--- src/rtl/multicycle_controller.sv ---
// rtl/multicycle_controller.sv - RV32I multi-cycle control FSM (3-5 cycles per instruction)
// Optional MC_CTRL_ILLEGAL_TRAP_EN: unsupported ops trap to ERROR and drive the illegal port.
module multicycle_controller #(
  parameter int STATE_W     = 4,
  parameter int RESET_STATE = 0
) (
  input  logic               clk,
  input  logic               reset,
  input  logic [6:0]         op,
  input  logic [2:0]         funct3,
  input  logic               funct7b5,
  input  logic               Zero,
  output logic               PCWrite,
  output logic               AdrSrc,
  output logic               MemWrite,
  output logic               IRWrite,
  output logic [1:0]         ResultSrc,
  output logic [1:0]         ALUSrcA,
  output logic [1:0]         ALUSrcB,
  output logic [2:0]         ALUControl,
  output logic [1:0]         ImmSrc,
  output logic               RegWrite,
`ifdef MC_CTRL_ILLEGAL_TRAP_EN
  output logic               illegal,
`endif
  output logic [STATE_W-1:0] dbg_state
);

  typedef enum logic [3:0] {
    FETCH    = 4'd0,
    DECODE   = 4'd1,
    MEMADR   = 4'd2,
    MEMREAD  = 4'd3,
    MEMWB    = 4'd4,
    MEMWRITE = 4'd5,
    EXECUTER = 4'd6,
    EXECUTEI = 4'd7,
    ALUWB    = 4'd8,
    BEQ      = 4'd9,
    JAL      = 4'd10,
    ERROR    = 4'd11
  } state_t;

  localparam logic [6:0] OP_LOAD  = 7'b0000011;
  localparam logic [6:0] OP_STORE = 7'b0100011;
  localparam logic [6:0] OP_RTYPE = 7'b0110011;
  localparam logic [6:0] OP_IALU  = 7'b0010011;
  localparam logic [6:0] OP_BEQ   = 7'b1100011;
  localparam logic [6:0] OP_JAL   = 7'b1101111;

  localparam logic [2:0] ALU_ADD = 3'b000;
  localparam logic [2:0] ALU_SUB = 3'b001;
  localparam logic [2:0] ALU_AND = 3'b010;
  localparam logic [2:0] ALU_OR  = 3'b011;
  localparam logic [2:0] ALU_SLT = 3'b101;

  state_t     state;
  state_t     state_next;
  logic [2:0] alu_dec;

  always_ff @(posedge clk) begin
    if (reset) state <= state_t'(RESET_STATE[3:0]);
    else       state <= state_next;
  end

  // The funct7b5 subtract bit only applies to R-type; in I-type it is immediate data.
  always_comb begin
    alu_dec = ALU_ADD;
    case (funct3)
      3'b000:  alu_dec = (state == EXECUTER && funct7b5) ? ALU_SUB : ALU_ADD;
      3'b010:  alu_dec = ALU_SLT;
      3'b110:  alu_dec = ALU_OR;
      3'b111:  alu_dec = ALU_AND;
      default: alu_dec = ALU_ADD;
    endcase
  end

  always_comb begin
    case (op)
      OP_STORE: ImmSrc = 2'b01;
      OP_BEQ:   ImmSrc = 2'b10;
      OP_JAL:   ImmSrc = 2'b11;
      default:  ImmSrc = 2'b00;
    endcase
  end

  always_comb begin
    state_next = FETCH;
    PCWrite    = 1'b0;
    AdrSrc     = 1'b0;
    MemWrite   = 1'b0;
    IRWrite    = 1'b0;
    ResultSrc  = 2'b00;
    ALUSrcA    = 2'b00;
    ALUSrcB    = 2'b00;
    ALUControl = ALU_ADD;
    RegWrite   = 1'b0;
    case (state)
      FETCH: begin
        state_next = DECODE;
        IRWrite    = 1'b1;
        ALUSrcB    = 2'b10;
        ResultSrc  = 2'b10;
        PCWrite    = 1'b1;
      end
      DECODE: begin
        ALUSrcA = 2'b01;
        ALUSrcB = 2'b01;
        case (op)
          OP_LOAD, OP_STORE: state_next = MEMADR;
          OP_RTYPE:          state_next = EXECUTER;
          OP_IALU:           state_next = EXECUTEI;
          OP_BEQ:            state_next = BEQ;
          OP_JAL:            state_next = JAL;
`ifdef MC_CTRL_ILLEGAL_TRAP_EN
          default:           state_next = ERROR;
`else
          default:           state_next = FETCH;
`endif
        endcase
      end
      MEMADR: begin
        ALUSrcA    = 2'b10;
        ALUSrcB    = 2'b01;
        state_next = (op == OP_LOAD) ? MEMREAD : MEMWRITE;
      end
      MEMREAD: begin
        AdrSrc     = 1'b1;
        state_next = MEMWB;
      end
      MEMWB: begin
        ResultSrc = 2'b01;
        RegWrite  = 1'b1;
      end
      MEMWRITE: begin
        AdrSrc   = 1'b1;
        MemWrite = 1'b1;
      end
      EXECUTER: begin
        ALUSrcA    = 2'b10;
        ALUControl = alu_dec;
        state_next = ALUWB;
      end
      EXECUTEI: begin
        ALUSrcA    = 2'b10;
        ALUSrcB    = 2'b01;
        ALUControl = alu_dec;
        state_next = ALUWB;
      end
      ALUWB: RegWrite = 1'b1;
      BEQ: begin
        ALUSrcA    = 2'b10;
        ALUControl = ALU_SUB;
        PCWrite    = Zero;
      end
      JAL: begin
        ALUSrcA    = 2'b01;
        ALUSrcB    = 2'b10;
        PCWrite    = 1'b1;
        state_next = ALUWB;
      end
      ERROR:   state_next = ERROR;
      default: state_next = FETCH;
    endcase
  end

`ifdef MC_CTRL_ILLEGAL_TRAP_EN
  assign illegal = (state == ERROR);
`endif
  assign dbg_state = STATE_W'(state);

endmodule

--- config.mk ---
export PLATFORM = sky130hd
export DESIGN_NAME = multicycle_controller
export DESIGN_NICKNAME = d
export VERILOG_FILES = /design/src/rtl/multicycle_controller.sv
export SDC_FILE = /design/constraint.sdc
export NUM_CORES = 1
export LEC_CHECK = 0
export BUFFER_PORTS_ARGS = -buffer_cell sky130_fd_sc_hd__buf_4
export CAP_MARGIN = 10
export CORE_AREA = 2 2 39 41
export CTS_CLUSTER_SIZE = 8
export DETAILED_ROUTE_END_ITERATION = 7
export DIE_AREA = 0 0 41 43
export PLACE_DENSITY_LB_ADDON = 0.08
export SLEW_MARGIN = 20
export SYNTH_ARGS = -nofsm -noshare
export SYNTH_HDL_FRONTEND = slang
export SYNTH_SLANG_ARGS = --single-unit
--- constraint.sdc ---
create_clock -name clk -period 2.1 [get_ports clk]
set_input_delay 0.21 -clock clk [delete_from_list [all_inputs] [get_ports clk]]
set_output_delay 0.21 -clock clk [all_outputs]
set_load 0.02 [all_outputs]
==> results.json <==
{
  "outcome": "completed",
  "io_pins": 34,
  "design.final.nets": 123,
  "report.final.slew_viol_count": 0,
  "critical_path_class": "reg -> out",
  "cts_hold_buf": 0,
  "synth_top_cell_area_share": 0.1520,
  "skew_ns": 0.004932,
  "filler_cell_count": 136,
  "achievable-frequency_mhz": 529.6,
  "clk_pin_slew_worst_paths_ns": 0.04,
  "synth.yosys.warnings": 0,
  "ys_seq_area_frac": 0.1520,
  "post_synth_most_frequent_cells": "sky130_fd_sc_hd__nor3_1 (8), sky130_fd_sc_hd__nor2_1 (6), sky130_fd_sc_hd__buf_2 (5)",
  "remaining_drc_errors": 0,
  "drive_above_1_share": 0.3832,
  "synth_cell_type_count": 36,
  "cts_setup_buffers": 0,
  "min-delay-path-class": "in -> reg",
  "die_width_microns": 41,
  "synth_largest_area_cell": "sky130_fd_sc_hd__dfxtp_1",
  "wl_per_cell_microns": 12.08,
  "setup_slack_ns": 0.2117,
  "worst-r2r-cell-count": 3,
  "die_y_microns": 43,
  "cellLeakagePower_nw": 0.3701,
  "finalWirelength_microns": 1486,
  "synthesis.area_per_instance_sq_um": 6.931,
  "largest_reg_flops": 4,
  "layout-area-overhead-vs-synth_pct": 50.36,
  "crit_path_start_kind": "flop",
  "worst-path-max-fanout": 18,
  "num_vias": 671,
  "max-slew-margin-rel": 0.5750,
  "grt_overflow_total": 0,
  "grtUsageTotal": 0.1735,
  "num_rows": 14,
  "first_iter_violations": 20,
  "gp_congestion": 0.8799,
  "setup_tns_ns": 0,
  "path_cells": "inv_2, o41ai_1, buf_4",
  "mapped_cell_area_sq_um": 526.8,
  "postRouteAntennaNets": 0,
  "grt_setup_unrepaired": "false",
  "worst-endpoint-arrival_ns": 1.68,
  "finalHoldViolations": 0,
  "max_slew.worst_pin.slew_ns": 0.6366,
  "grt_pass1_vias": 521,
  "ys_ff_latch": 4,
  "total_power_draw_mw": 0.2783,
  "design.core.area_sq_mm": 0.001384,
  "cts_tree": "yes",
  "detailedPlace.worstSlack_ns": 0.4514,
  "initial_core_util": 0.3807,
  "power-per-cell-area_mw_per_mm2": 351.4,
  "antenna_cells_inserted": 0,
  "place_hpwl_microns": 1119,
  "cp.required_ns": 1.89,
  "setup-violations-final": 0,
  "layout.area.seq_sq_um": 80.08,
  "antenna_found_initial": 0,
  "hold_path_depth": 2,
  "peakVddDrop_mv": 0.2412,
  "grt_first_pass_wirelength_microns": 2166,
  "clock_tree.root_cell": "sky130_fd_sc_hd__clkbuf_4",
  "timing.critical_path.slowest_stage_cell": "sky130_fd_sc_hd__dfxtp_1",
  "clockBufferDepth": 2,
  "cts_buffers": 3,
  "critical-path-max-stage-delay_ns": 0.72,
  "maxCapViolCount": 0,
  "drt-vias-per-instance": 5.455,
  "post-synth-top-count-cell": "sky130_fd_sc_hd__nor3_1",
  "first_pass_iters": 4,
  "io_buffers": 33,
  "postSynth.topFlopCell": "sky130_fd_sc_hd__dfxtp_1",
  "post_cts_resize_count": 0,
  "die-area_sq_mm": 0.001763,
  "grt_start_max_net_pins": 19,
  "finalCritPeriodShare": 0.8992,
  "postPlaceCellArea_sq_um": 769.5,
  "synth-edff-count": 0,
  "synth-async-reset-ratio": 0,
  "timing.final.crit_period_ns": 1.888,
  "synth_nets": 90,
  "final_design_area_no_fill_sq_um": 792.0,
  "cts_max_level": 1,
  "worstSkewPairLatency_ns": 0.23,
  "setup.worst_path.end_class": "primary output",
  "multi_input_logic_area_sq_um": 387.9,
  "tritoncts_num_sinks": 4,
  "synth_area_leaders": "sky130_fd_sc_hd__dfxtp_1 (15%), sky130_fd_sc_hd__nor3_1 (7.6%), sky130_fd_sc_hd__xnor2_1 (6.7%)",
  "syn-instance-count": 76
}
routing by layer:
layer  share of wire  GRT usage  vias up
met5               0          0        -
met2            0.48     0.2719       28
met4          0.0020    0.08000        0
met1            0.44     0.2276      299
li1                -          -      342
met3           0.079    0.01571        2
cell families (layout without fill, tap and decap cells):
family                 count (synthesis)  after routing  synth area share
AND/OR/NAND/NOR                       36             36            0.4086
AO/OA/AOI/OAI                         18             18            0.2257
buffers and inverters                 12             43            0.1116
XOR/XNOR                               5              5           0.08313
flip-flops                             4              4            0.1520
multiplexers                           1              1           0.01900
critical path, delay by kind of cell (launching register included):
| kind | cells | cell delay (ns) |
|---|---|---|
| compound gates | 1 | 0.39 |
| flops | 1 | 0.72 |
| buf+inv | 2 | 0.34 |
cell usage in the layout (no fill, tap or decap), drive strengths merged, types with 3 or more instances in the layout:
| cell type | count |
|---|---|
| a21oi | 4 |
| a31oi | 3 |
| and3 | 3 |
| buf | 35 |
| clkbuf | 3 |
| dfxtp | 4 |
| inv | 5 |
| nand2 | 3 |
| nor2 | 6 |
| nor3 | 8 |
| xnor2 | 4 |
area by class of cell:
class | instances | share of cell area
Inverter | 5 | 0.02370
Multi-Input combinational cell | 60 | 0.4897
Sequential cell | 4 | 0.1011
Timing Repair Buffer | 35 | 0.3318
Tap cell | 16 | 0.02528
Clock buffer | 3 | 0.02844
final timing paths:
path	from	end	slack, ns
max	dbg_state[1]$_SDFF_PP0_	ALUControl[0]	0.21
min	reset	dbg_state[3]$_SDFF_PP0_	0.18
max reg2reg	dbg_state[1]$_SDFF_PP0_	dbg_state[1]$_SDFF_PP0_	0.62
min reg2reg	dbg_state[3]$_SDFF_PP0_	dbg_state[0]$_SDFF_PP0_	0.60
where the power goes:
part / internal (mW) / leakage [nW] / switching, mW
clock: 0.0639 / 0.0138 / 0.0316
sequential: 0.0784 / 0.0326 / 0.00750
combinational: 0.0487 / 0.324 / 0.0482
per-stage QoR:
stage,std cells,util,hold slack [ns]
2_1_floorplan,76,-,0.2887
3_3_place_gp,120,0.5561,0.4189
3_5_place_dp,120,0.5561,0.4180
4_1_cts,123,0.5723,0.1721
5_1_grt,123,0.5723,0.1816
6_report,123,0.5723,0.1831
(Power assumes the default switching activity.)
